`config.mk`:
```
export PLATFORM = sky130hd
export DESIGN_NAME = execute_pipe
export DESIGN_NICKNAME = d
export VERILOG_FILES = /design/src/rtl/execute_pipe.sv
export SDC_FILE = /design/constraint.sdc
export NUM_CORES = 1
export LEC_CHECK = 0
export CAP_MARGIN = 30
export CORE_AREA = 2 2 133 167
export CTS_BUF_LIST = sky130_fd_sc_hd__clkbuf_16
export CTS_CLUSTER_SIZE = 12
export DETAILED_ROUTE_END_ITERATION = 10
export DIE_AREA = 0 0 135 169
export PLACE_DENSITY_LB_ADDON = 0.2
export SLEW_MARGIN = 20
export SYNTH_ARGS = -nofsm -noshare
export SYNTH_HDL_FRONTEND = slang
export SYNTH_SLANG_ARGS = --single-unit
```
`constraint.sdc`:
```
create_clock -name clk -period 9.2 [get_ports clk]
set_clock_uncertainty 0.2 [all_clocks]
set_input_delay 1.84 -clock clk [delete_from_list [all_inputs] [get_ports clk]]
set_output_delay 1.84 -clock clk [all_outputs]
set_load 0.005 [all_outputs]
```
`src/rtl/execute_pipe.sv`:
```
// execute_pipe: registered execute stage with operand forwarding, 1-cycle ALU, iterative MUL and EX/MEM output register
// Ports: clk/reset (async, active-high); valid_in/ready_out upstream handshake;
// data1/data2/data3 rs1/rs2/imm; forwardM/forwardWB bypass values with 2-bit selectors;
// data2Selector picks imm as operand B; aluControl opcode; stall_in downstream hold;
// valid_out/aluOutput/data2AfterForward/N/Z/V/C registered results.
module execute_pipe #(
  parameter int WIDTH  = 8,
  parameter bit MUL_EN = 1'b1
) (
  input  logic             clk,
  input  logic             reset,
  input  logic             valid_in,
  output logic             ready_out,
  input  logic [WIDTH-1:0] data1,
  input  logic [WIDTH-1:0] data2,
  input  logic [WIDTH-1:0] data3,
  input  logic [WIDTH-1:0] forwardM,
  input  logic [WIDTH-1:0] forwardWB,
  input  logic [1:0]       data1ForwardSelector,
  input  logic [1:0]       data2ForwardSelector,
  input  logic             data2Selector,
  input  logic [2:0]       aluControl,
  input  logic             stall_in,
  output logic             valid_out,
  output logic [WIDTH-1:0] aluOutput,
  output logic [WIDTH-1:0] data2AfterForward,
  output logic             N,
  output logic             Z,
  output logic             V,
  output logic             C
);
  localparam int SW = $clog2(WIDTH);
  typedef enum logic {IDLE, MUL} state_t;
  state_t state, state_nx;
  logic [WIDTH-1:0] a, d2, b, r, mplier, mul_d2;
  logic [2*WIDTH-1:0] acc, mcand, prod;
  logic [SW-1:0] cnt, amt;
  logic c_f, v_f, out_free, accept, is_mul, mul_last;
  assign a = data1ForwardSelector == 2'b01 ? forwardWB :
             data1ForwardSelector == 2'b10 ? forwardM : data1;
  assign d2 = data2ForwardSelector == 2'b01 ? forwardWB :
              data2ForwardSelector == 2'b10 ? forwardM : data2;
  assign b = data2Selector ? data3 : d2;
  assign amt = b[SW-1:0];
  assign out_free = !(valid_out && stall_in);
  assign ready_out = (state == IDLE) && out_free;
  assign accept = valid_in && ready_out;
  assign is_mul = MUL_EN && (aluControl == 3'b111);
  assign mul_last = (state == MUL) && (cnt == '0);
  // final partial product folded in combinationally so the last iteration loads the output directly
  assign prod = acc + (mplier[0] ? mcand : '0);
  assign state_nx = (accept && is_mul) ? MUL : (mul_last && out_free) ? IDLE : state;
  always_comb begin
    r = '0;
    c_f = 1'b0;
    v_f = 1'b0;
    case (aluControl)
      3'b000: begin
        {c_f, r} = {1'b0, a} + {1'b0, b};
        v_f = (a[WIDTH-1] == b[WIDTH-1]) && (r[WIDTH-1] != a[WIDTH-1]);
      end
      3'b001: begin
        r = a - b;
        c_f = a >= b;
        v_f = (a[WIDTH-1] != b[WIDTH-1]) && (r[WIDTH-1] != a[WIDTH-1]);
      end
      3'b010: r = a & b;
      3'b011: r = a | b;
      3'b100: r = a ^ b;
      // the extra bit catches the last bit shifted out (0 for amount 0)
      3'b101: {c_f, r} = {1'b0, a} << amt;
      3'b110: {r, c_f} = {a, 1'b0} >> amt;
      default: r = '0;
    endcase
  end
  always_ff @(posedge clk or posedge reset) begin
    if (reset) begin
      state <= IDLE;
      valid_out <= 1'b0;
      aluOutput <= '0;
      data2AfterForward <= '0;
      {N, Z, V, C} <= 4'b0;
      acc <= '0;
      mcand <= '0;
      mplier <= '0;
      mul_d2 <= '0;
      cnt <= '0;
    end else begin
      state <= state_nx;
      if (accept && is_mul) begin
        acc <= '0;
        mcand <= {{WIDTH{1'b0}}, a};
        mplier <= b;
        mul_d2 <= d2;
        cnt <= SW'(WIDTH - 1);
      end else if (state == MUL && !mul_last) begin
        acc <= prod;
        mcand <= mcand << 1;
        mplier <= mplier >> 1;
        cnt <= cnt - 1'b1;
      end
      if (out_free) begin
        if (accept && !is_mul) begin
          valid_out <= 1'b1;
          aluOutput <= r;
          data2AfterForward <= d2;
          {N, Z, V, C} <= {r[WIDTH-1], r == '0, v_f, c_f};
        end else if (mul_last) begin
          valid_out <= 1'b1;
          aluOutput <= prod[WIDTH-1:0];
          data2AfterForward <= mul_d2;
          {N, Z, V, C} <= {prod[WIDTH-1], prod[WIDTH-1:0] == '0, 1'b0, |prod[2*WIDTH-1:WIDTH]};
        end else begin
          valid_out <= 1'b0;
        end
      end
    end
  end
endmodule

```
==> out/metrics.yaml, run 1 <==
status:
  run_status: "completed"
logic_synthesis:
  synth_cell_type_count: 69
  postSynthCellCount: 776
  synthArstFlopShare_pct: 100
  ys_warn_count: 0
  syn_nets: 873
  synth_flop_cell: "dfrtp_1"
  synth_area_per_cell_um2: 8.11
  synth-seq-area-share_pct: 28.6
  synth_seq_cells: 72
  synth_area_um2: 6290
  synth_edf_count: 0
placement:
  gp_congestion: 0.914
  numPortBuffers: 73
  dp_hpwl_um: 15900
clock_tree:
  clkLatencyLatePin_ns: 0.34
  tritoncts: "built"
  clk_pin_slew_ns: 0.06
  root_buffer: "clkbuf_16"
  htreeDepth: 3
  postCtsSetupBuffers: 0
  cts.sink_count: 72
  cts_resized: 0
  numCtsBuffers: 9
  clockBufferDepth: 2
  hold_buffers: 0
sta:
  tns_ns: 0
  fmax_mhz: 152
  period_needed_ns: 6.57
  fin_crit_sh_pct: 71.4
  setup_violations: 0
  rsz0062_at_grt: "no"
  worstMarginPinSlew_ns: 1.01
  finalHoldViolCount: 0
  slew_headroom_pct: 30.7
  report.final.slew_viol_count: 0
global_route:
  grt_max_degree: 47
  grt_usage_pct: 18.7
  grt_pass1_vias: 5973
  grt-ovfl-total: 0
  grt_pass1_wl_um: 33200
  antenna_found_initial: 0
critical_path:
  endpoint_kind: "register"
  startpoint_type: "input pin"
  cp.arrival_ns: 6.65
  worst-endpoint-required_ns: 9.29
  critical_path_class: "input pin to register"
  cpPeakStageDelay_ns: 1.03
  cp.buffers_inverters: 1
  crit_path_top_delay_cell: "clkdlybuf4s50_1"
  crit_fanout: 19
  path_cells: "clkdlybuf4s50_1 > mux2i_1 > mux2i_2 > o21ai_4 > ha_1 > a21oi_1 > a21oi_1 > a21o_1 > o41ai_1 > mux2_2 > a2111oi_0 > nor3_1 > a211oi_1 > a21o_1"
  cp_top_family: "compound AO/OA/AOI/OAI gates"
floorplanning:
  fp-row-count: 60
  die_h_um: 169
  core_um2: 21300
  initial_core_util_pct: 29.5
  ios: 74
  dieWidth_um: 135
  fp.dieArea_um2: 22800
routing:
  vias: 5953
  vias_per_cell: 5.36
  drt_iter0_drc: 467
  drc: 0
  drt-pass1-iter-count: 5
  final_antenna_net_count: 0
  drt-total-wl_um: 20700
  wire_per_inst_um: 18.7
job:
  maxCapViolCount: 0
power:
  clkPwrFrac_pct: 21.4
  peakVddDrop_mv: 0.155
  switchingPower_mw: 0.671
  power.share.combinational_pct: 47.4
  switching_share_pct: 41.1
  p_per_area_nw_per_um2: 215
  p_leak_nw: 3.38
  p_seq_share_pct: 31.2
  p_int_mw: 0.959
layout:
  drive_gt1_share_pct: 6.74
  diodes: 0
  final_common_cell: "nand2_1"
  area_delta_synth_final_pct: 20.5
  post-route-util_pct: 35.5
  fin_nets: 924
  mostFrequentLayoutCells: "100 x nand2_1, 73 x clkdlybuf4s50_1, 72 x dfrtp_1"
min_path:
  hold_class: "register to register"
cell type report:
class                      instances  area, µm²
clock buffer                       9        225
fill                            2263      13700
sequential                        72       1800
inverter                          32        123
tap                              279        349
timing repair buffer              87        876
multi-input combinational        625       4140
clock inverter                     6       60.1
through the flow:
step	hold WS, ns	cell area, µm²	total power [mW]	instances	worst slack [ns]
after global placement	0.260	7230	1.29	1092	2.24
after global routing	0.318	7580	1.76	1110	2.27
after detailed placement	0.271	7280	1.29	1094	2.32
final	0.279	7580	1.63	1110	2.63
after floorplan	0.246	6290	0.999	776	3.53
after CTS	0.286	7560	1.65	1109	2.67
worst paths after layout:
path	endpoint	cells past startpoint	startpoint	slack [ns]
worst max-delay path	aluOutput[7]$_DFFE_PP0P_	14	data2ForwardSelector[1]	2.63
worst min-delay path	mul_d2[2]$_DFFE_PP0P_	2	mul_d2[2]$_DFFE_PP0P_	0.28
worst max register to register	C$_DFFE_PP0P_	12	mplier[0]$_DFFE_PP0P_	5.59
worst min register to register	mul_d2[2]$_DFFE_PP0P_	2	mul_d2[2]$_DFFE_PP0P_	0.28
max in group asynchronous	acc[3]$_DFFE_PP0P_	4	reset	6.54
min in group asynchronous	mul_d2[7]$_DFFE_PP0P_	3	reset	1.69
worst reg2reg max path, cell delays in order, from the launching register on:
cell and delay (ns):
dfrtp_1 0.55, and2_1 0.27, ha_1 0.22, fa_1 0.42, a21oi_1 0.19, o211ai_1 0.15, or2_2 0.32, a21o_1 0.19
a21oi_1 0.19, xnor2_1 0.11, nor3_1 0.22, nand3_1 0.17, a221o_1 0.32
state kept, by name, indices dropped and copies added (netlist names), 3 cells and up:
register,cells
mplier,8
mul_d2,8
cnt,3
acc,16
aluOutput,8
data2AfterForward,8
mcand,16
power by group through the flow:
stage / combinational, mW / clock [mW] / sequential (mW)
after global routing: 0.860 / 0.374 / 0.525
after detailed placement: 0.776 / 0 / 0.515
after CTS: 0.778 / 0.359 / 0.511
final: 0.773 / 0.348 / 0.509
after floorplan: 0.506 / 0 / 0.492
after global placement: 0.775 / 0 / 0.514
cells in the mapped netlist (8+ instances only):
| cell type | number | area, µm² |
|---|---|---|
| nand2_1 | 100 | 375 |
| dfrtp_1 | 72 | 1800 |
| o21ai_0 | 56 | 280 |
| nand3_1 | 52 | 260 |
| mux2i_1 | 48 | 480 |
| a21oi_1 | 45 | 225 |
| nor2_1 | 44 | 165 |
| ha_1 | 42 | 526 |
| clkbuf_1 | 29 | 109 |
| inv_1 | 28 | 105 |
| and2_1 | 20 | 125 |
| a31oi_1 | 18 | 113 |
| xnor2_1 | 17 | 149 |
| o21ai_1 | 15 | 75.1 |
| o211ai_1 | 12 | 90.1 |
| a21o_1 | 11 | 82.6 |
| nor3_1 | 10 | 50.1 |
| a22oi_1 | 9 | 67.6 |
| buf_2 | 9 | 45.0 |
| nand2b_1 | 9 | 56.3 |
| mux2_2 | 8 | 90.1 |
layer usage:
| metal | vias to the layer above | global-route usage, % | wire length [µm] |
|---|---|---|---|
| met5 | - | 0 | 0 |
| met4 | 0 | 7.34 | 688 |
| met3 | 49 | 3.56 | 912 |
| met2 | 155 | 32.1 | 10200 |
| met1 | 2838 | 23.1 | 8960 |
| li1 | 2911 | - | - |
logic make-up after synthesis:
family,after synthesis,share of synthesized area (%)
adders and majority gates,45,9.31
muxes,60,10.1
buffers and inverters,79,5.47
and+or+nand+nor,277,20.9
AOI/OAI and AO/OA,222,22.7
DFF,72,28.6
xor gates and xnor gates,21,2.92
No activity file was read; power rests on OpenSTA's default activity.
==> run 2, diff against run 1 <==
==> constraint.sdc (replaced) <==
create_clock -name clk -period 6.2 [get_ports clk]
set_clock_uncertainty 0.2 [all_clocks]
set_input_delay 1.24 -clock clk [delete_from_list [all_inputs] [get_ports clk]]
set_output_delay 1.24 -clock clk [all_outputs]
set_load 0.005 [all_outputs]
==> out/metrics.yaml, run 2 (synthesis gave the netlist of run 1 again) <==
floorplanning:
  fp.dieArea_um2: 22800  # unchanged
  dieWidth_um: 135  # unchanged
  ios: 74  # unchanged
  fp-row-count: 60  # unchanged
  die_h_um: 169  # unchanged
  initial_core_util_pct: 29.5  # unchanged
  core_um2: 21300  # unchanged
sta:
  worstMarginPinSlew_ns: 0.772  # was 1.01 ns
  tns_ns: 0  # unchanged
  fin_crit_sh_pct: 88.0
  fmax_mhz: 183
  report.final.slew_viol_count: 0  # unchanged
  rsz0062_at_grt: "no"  # unchanged
  fin_ws_ns: 0.742  # was 2.63 ns
  slew_headroom_pct: 48.5  # was 30.7%
  setup_violations: 0  # unchanged
  period_needed_ns: 5.46
  finalHoldViolCount: 0  # unchanged
critical_path:
  crit_fanout: 7  # was 19
  startpoint_type: "input pin"  # unchanged
  cpPeakStageDelay_ns: 0.68  # was 1.03 ns
  cp.arrival_ns: 5.51  # was 6.65 ns
  worst-endpoint-required_ns: 6.25  # was 9.29 ns
  crit_path_top_delay_cell: "clkdlybuf4s50_1"  # unchanged
  path_cells: "clkdlybuf4s50_1 > buf_4 > mux2i_1 > a2bb2oi_2 > nand2_1 > inv_2 > ha_1 > inv_1 > fa_1 > or3_1 > a31oi_1 > nor4_1 > o21ai_1 > o2111ai_1 > or3_1 > nor3_1 > nand4_1 > o211ai_1"  # was clkdlybuf4s50_1 > mux2i_1 > mux2i_2 > o21ai_4 > ha_1 > a21oi_1 > a21oi_1 > a21o_1 > o41ai_1 > mux2_2 > a2111oi_0 > nor3_1 > a211oi_1 > a21o_1
  crit_top_cell: "or3_1"
  critical_path_class: "input pin to register"  # unchanged
  endpoint_kind: "register"  # unchanged
layout:
  area_delta_synth_final_pct: 23.0  # was 20.5%
  mostFrequentLayoutCells: "100 x nand2_1, 73 x clkdlybuf4s50_1, 72 x dfrtp_1"  # unchanged
  reg_top3: "acc (16), mcand (16)"  # unchanged
  fin_nets: 947  # was 924
  final_common_cell: "nand2_1"  # unchanged
  drive_gt1_share_pct: 9.47  # was 6.74%
power:
  p_leak_nw: 3.47  # was 3.38 nW
  peakVddDrop_mv: 0.179  # was 0.155 mV
  p_per_area_nw_per_um2: 315  # was 215 nW/µm²
clock_tree:
  cts.sink_count: 72  # unchanged
  root_buffer: "clkbuf_16"  # unchanged
  cts_resized: 0  # unchanged
  clkLatencyLatePin_ns: 0.34  # about the same
  tritoncts: "built"  # unchanged
  numCtsBuffers: 9  # unchanged
  clockBufferDepth: 2  # unchanged
  postCtsSetupBuffers: 0  # unchanged
  clk_pin_slew_ns: 0.07  # was 0.06 ns
  hold_buffers: 0  # unchanged
  htreeDepth: 3  # unchanged
global_route:
  grt_pass1_vias: 6109  # was 5973
  grt-ovfl-total: 0  # unchanged
  antenna_found_initial: 1  # was 0
  grt_usage_pct: 19.1  # was 18.7%
  grt_pass1_wl_um: 34200  # was 33200 µm
  grt_max_degree: 36  # was 47
job:
  maxCapViolCount: 0  # unchanged
routing:
  drt-pass1-iter-count: 5  # unchanged
  drt_iter0_drc: 466  # was 467
  drc: 0  # unchanged
  drt-total-wl_um: 21200  # was 20700 µm
  vias: 6049  # was 5953
  final_antenna_net_count: 0  # unchanged
  vias_per_cell: 5.33  # was 5.36
  wire_per_inst_um: 18.7  # about the same
placement:
  dp_hpwl_um: 16700  # was 15900 µm
  gp_congestion: 0.941  # was 0.914
  numPortBuffers: 73  # unchanged
  dp_slack_ns: 0.495  # was 2.32 ns
min_path:
  hold_class: "register to register"  # unchanged
status:
  run_status: "completed"  # unchanged
==> run 2: changes by cell type in the layout (fill, tap and decap cells not counted) <==
cell | before | now
diode_2 | 0 | 1
clkinv_2 | 1 | 0
clkinv_1 | 2 | 1
buf_16 | 1 | 0
clkinv_4 | 1 | 2
buf_12 | 1 | 2
clkinvlp_4 | 0 | 2
inv_8 | 0 | 1
bufinv_16 | 1 | 0
buf_4 | 11 | 35
buf_8 | 1 | 0
==> run 2: routing by layer <==
layer | up-vias | wire length, µm | GRT usage [%]
met1 | 2892 | 8810 | 23.1
met5 | - | 0 | 0
met2 | 163 | 10900 | 34.3
met3 | 46 | 795 | 2.40
li1 | 2948 | - | -
met4 | 0 | 703 | 7.43
==> run 2: power breakdown <==
| group | total [mW] | internal, mW | switching [mW] |
|---|---|---|---|
| Combinational | 1.18 | 0.498 | 0.687 |
| Clock | 0.502 | 0.275 | 0.227 |
| Sequential | 0.751 | 0.640 | 0.111 |
==> run 2: worst max-delay path, delay by kind of cell <==
family | cells | cell delay, ns
buffers and inverters | 4 | 1.10
AND/OR/NAND/NOR | 6 | 1.32
AO/OA/AOI/OAI | 5 | 1.04
multiplexers | 1 | 0.15
adder cells (fa/ha/maj) | 2 | 0.65
==> run 2: cell type report <==
type | instances | area, µm²
fill | 2258 | 13600
multi-input combinational | 625 | 4140
sequential | 72 | 1800
timing repair buffer | 110 | 1030
tap | 279 | 349
clock buffer | 9 | 225
inverter | 32 | 123
clock inverter | 7 | 56.3
antenna | 1 | 2.50
==> run 2: path summary, 6_finish.rpt <==
check                                   startpoint                     to  slack, ns  depth (start not counted)
min in group asynchronous                    reset  valid_out$_DFFE_PP0N_       1.04                          2
max                        data2ForwardSelector[1]          Z$_DFFE_PP0P_       0.74                         18
min reg2reg                  mul_d2[4]$_DFFE_PP0P_  mul_d2[4]$_DFFE_PP0P_       0.28                          2
max reg2reg                  mplier[0]$_DFFE_PP0P_          C$_DFFE_PP0P_       2.70                         12
max in group asynchronous                    reset     acc[8]$_DFFE_PP0P_       3.79                          4
min                          mul_d2[4]$_DFFE_PP0P_  mul_d2[4]$_DFFE_PP0P_       0.28                          2
==> run 2: per-stage QoR <==
step / instances / utilization (%) / area (µm²) / hold WS [ns] / power [mW]
3_3_place_gp: 1116 / 34.8 / 7410 / 0.264 / 1.94
5_1_grt: 1134 / 36.3 / 7730 / 0.315 / 2.63
2_1_floorplan: 776 / - / 6290 / 0.246 / 1.48
4_1_cts: 1134 / 36.3 / 7730 / 0.286 / 2.46
3_5_place_dp: 1118 / 34.9 / 7450 / 0.269 / 1.95
6_report: 1135 / 36.3 / 7730 / 0.283 / 2.44
==> run 3, diff against run 2 <==
--- a/config.mk
+++ b/config.mk
@@ -5,13 +5,14 @@
 export SDC_FILE = /design/constraint.sdc
 export NUM_CORES = 1
 export LEC_CHECK = 0
-export CAP_MARGIN = 30
+export CAP_MARGIN = 20
 export CORE_AREA = 2 2 133 167
 export CTS_BUF_LIST = sky130_fd_sc_hd__clkbuf_16
 export CTS_CLUSTER_SIZE = 12
 export DETAILED_ROUTE_END_ITERATION = 10
 export DIE_AREA = 0 0 135 169
 export PLACE_DENSITY_LB_ADDON = 0.2
+export SKIP_LAST_GASP = 1
 export SLEW_MARGIN = 20
 export SYNTH_ARGS = -nofsm -noshare
 export SYNTH_HDL_FRONTEND = slang
==> out/metrics.yaml, run 3 (synthesis gave the netlist of run 1 again) <==
status:
  run_status: "completed"  # unchanged
routing:
  final_antenna_net_count: 0  # unchanged
  vias: 6036  # was 6049
  wire_per_inst_um: 18.6  # was 18.7 µm
  drt-total-wl_um: 21000  # was 21200 µm
  vias_per_cell: 5.33  # about the same
  drt-pass1-iter-count: 5  # unchanged
  drc: 0  # unchanged
  drt_iter0_drc: 331  # was 466
critical_path:
  crit_path_top_delay_cell: "clkdlybuf4s50_1"  # unchanged
  worst-endpoint-required_ns: 6.25  # about the same
  path_cells: "clkdlybuf4s50_1 > buf_4 > mux2i_1 > a2bb2oi_2 > nand2_1 > inv_2 > ha_1 > inv_1 > fa_1 > or3_1 > a31oi_1 > nor4_1 > o21ai_1 > o2111ai_1 > or3_1 > nor3_1 > nand4_1 > o211ai_1"  # unchanged
  critical_path_class: "input pin to register"  # unchanged
  cp.arrival_ns: 5.47  # was 5.51 ns
  cpPeakStageDelay_ns: 0.67  # was 0.68 ns
  r2r_setup_slack_ns: 2.67  # was 2.70 ns
  startpoint_type: "input pin"  # unchanged
  crit_top_cell: "or3_1"  # unchanged
  crit_fanout: 7  # unchanged
  endpoint_kind: "register"  # unchanged
clock_tree:
  postCtsSetupBuffers: 0  # unchanged
  htreeDepth: 3  # unchanged
  root_buffer: "clkbuf_16"  # unchanged
  numCtsBuffers: 9  # unchanged
  hold_buffers: 0  # unchanged
  cts.sink_count: 72  # unchanged
  cts_resized: 0  # unchanged
  clk_pin_slew_ns: 0.06  # was 0.07 ns
  tritoncts: "built"  # unchanged
  clockBufferDepth: 2  # unchanged
  clkLatencyLatePin_ns: 0.33  # was 0.34 ns
placement:
  dp_hpwl_um: 16500  # was 16700 µm
  gp_congestion: 0.941  # unchanged
  dpl.cell_count: 1116  # was 1118
  numPortBuffers: 73  # unchanged
  dp_slack_ns: 0.491  # was 0.495 ns
sta:
  period_needed_ns: 5.42  # was 5.46 ns
  fmax_mhz: 184  # was 183 MHz
  report.final.slew_viol_count: 0  # unchanged
  finalHoldViolCount: 0  # unchanged
  setup_violations: 0  # unchanged
  fin_ws_ns: 0.779  # was 0.742 ns
  slew_headroom_pct: 31.2  # was 48.5%
  rsz0062_at_grt: "no"  # unchanged
  worstMarginPinSlew_ns: 1.03  # was 0.772 ns
  fin_crit_sh_pct: 87.4  # was 88.0%
  tns_ns: 0  # unchanged
power:
  p_int_mw: 1.45  # was 1.41 mW
  switching_share_pct: 41.0  # was 42.1%
  clkPwrFrac_pct: 21.3  # was 20.6%
  p_per_area_nw_per_um2: 318  # was 315 nW/µm²
  p_total_mw: 2.46  # was 2.44 mW
  power.share.combinational_pct: 48.0  # was 48.6%
  switchingPower_mw: 1.01  # was 1.03 mW
  p_leak_nw: 3.48  # was 3.47 nW
  peakVddDrop_mv: 0.237  # was 0.179 mV
  p_seq_share_pct: 30.7  # was 30.8%
global_route:
  met3_usage_pct: 2.04  # was 2.40%
  met1_usage_pct: 22.7  # was 23.1%
  grt_max_degree: 56  # was 36
  top_usage_layer: "met2"  # unchanged
  grt_pass1_wl_um: 33800  # was 34200 µm
  grt-ovfl-total: 0  # unchanged
  grt_util_met2_pct: 34.3  # about the same
  grt_usage_pct: 18.9  # was 19.1%
  antenna_found_initial: 0  # was 1
  grt_pass1_vias: 6112  # was 6109
job:
  maxCapViolCount: 0  # unchanged
layout:
  fin_nets: 946  # was 947
  multi_input_area_um2: 4140  # unchanged
  final_common_cell: "nand2_1"  # unchanged
  post-route-util_pct: 36.3  # about the same
  mostFrequentLayoutCells: "100 x nand2_1, 73 x clkdlybuf4s50_1, 72 x dfrtp_1"  # unchanged
  area_delta_synth_final_pct: 23.0  # about the same
  drive_gt1_share_pct: 9.38  # was 9.47%
  instances_no_fill: 1132  # was 1135
  diodes: 0  # was 1
  reg_top3: "acc (16), mcand (16)"  # unchanged
  fillers: 2286  # was 2258
  seq_area_um2: 1800  # unchanged
floorplanning:
  fp.dieArea_um2: 22800  # unchanged
  fp-row-count: 60  # unchanged
  ios: 74  # unchanged
  dieWidth_um: 135  # unchanged
  die_h_um: 169  # unchanged
  core_um2: 21300  # unchanged
  initial_core_util_pct: 29.5  # unchanged
min_path:
  hold_class: "register to register"  # unchanged
-- run 3: layout make-up --
type / count / share of cell area (%)
clock buffer: 9 / 2.91
clock inverter: 6 / 0.906
inverter: 32 / 1.59
multi-input combinational: 625 / 53.6
sequential: 72 / 23.3
tap: 279 / 4.51
timing repair buffer: 109 / 13.2
-- run 3: path summary, 6_finish.rpt --
kind,startpoint,to,cells after the start
max in group asynchronous,reset,acc[4]$_DFFE_PP0P_,4
min,mul_d2[2]$_DFFE_PP0P_,mul_d2[2]$_DFFE_PP0P_,2
min reg2reg,mul_d2[2]$_DFFE_PP0P_,mul_d2[2]$_DFFE_PP0P_,2
max,data2ForwardSelector[1],Z$_DFFE_PP0P_,18
min in group asynchronous,reset,state$_DFFE_PP0P_,2
max reg2reg,mplier[0]$_DFFE_PP0P_,C$_DFFE_PP0P_,12
-- run 3: critical path: cells and delay by family --
kind | cells | cell delay, ns
buffers and inverters | 4 | 1.09
AO/OA/AOI/OAI | 5 | 1.01
adder cells (fa/ha/maj) | 2 | 0.64
multiplexers | 1 | 0.15
AND/OR/NAND/NOR | 6 | 1.34
-- run 3: power groups by stage --
stage               combinational, mW  clock, mW  sequential (mW)
detailed placement               1.18          0            0.763
floorplan                       0.751          0            0.731
CTS                              1.18      0.537            0.757
finish                           1.18      0.524            0.753
global placement                 1.18          0            0.760
global route                     1.31      0.559            0.777
-- run 3: per-stage QoR --
stage               hold WS, ns  instance area, µm²
finish                    0.282                7730
global route              0.307                7730
CTS                       0.283                7710
detailed placement        0.267                7410
global placement          0.264                7410
floorplan                 0.246                6290
-- run 3: routing by layer --
layer	up-vias	routed length (µm)
met5	-	0
met4	0	591
met3	41	756
met2	153	10900
met1	2896	8790
li1	2946	-
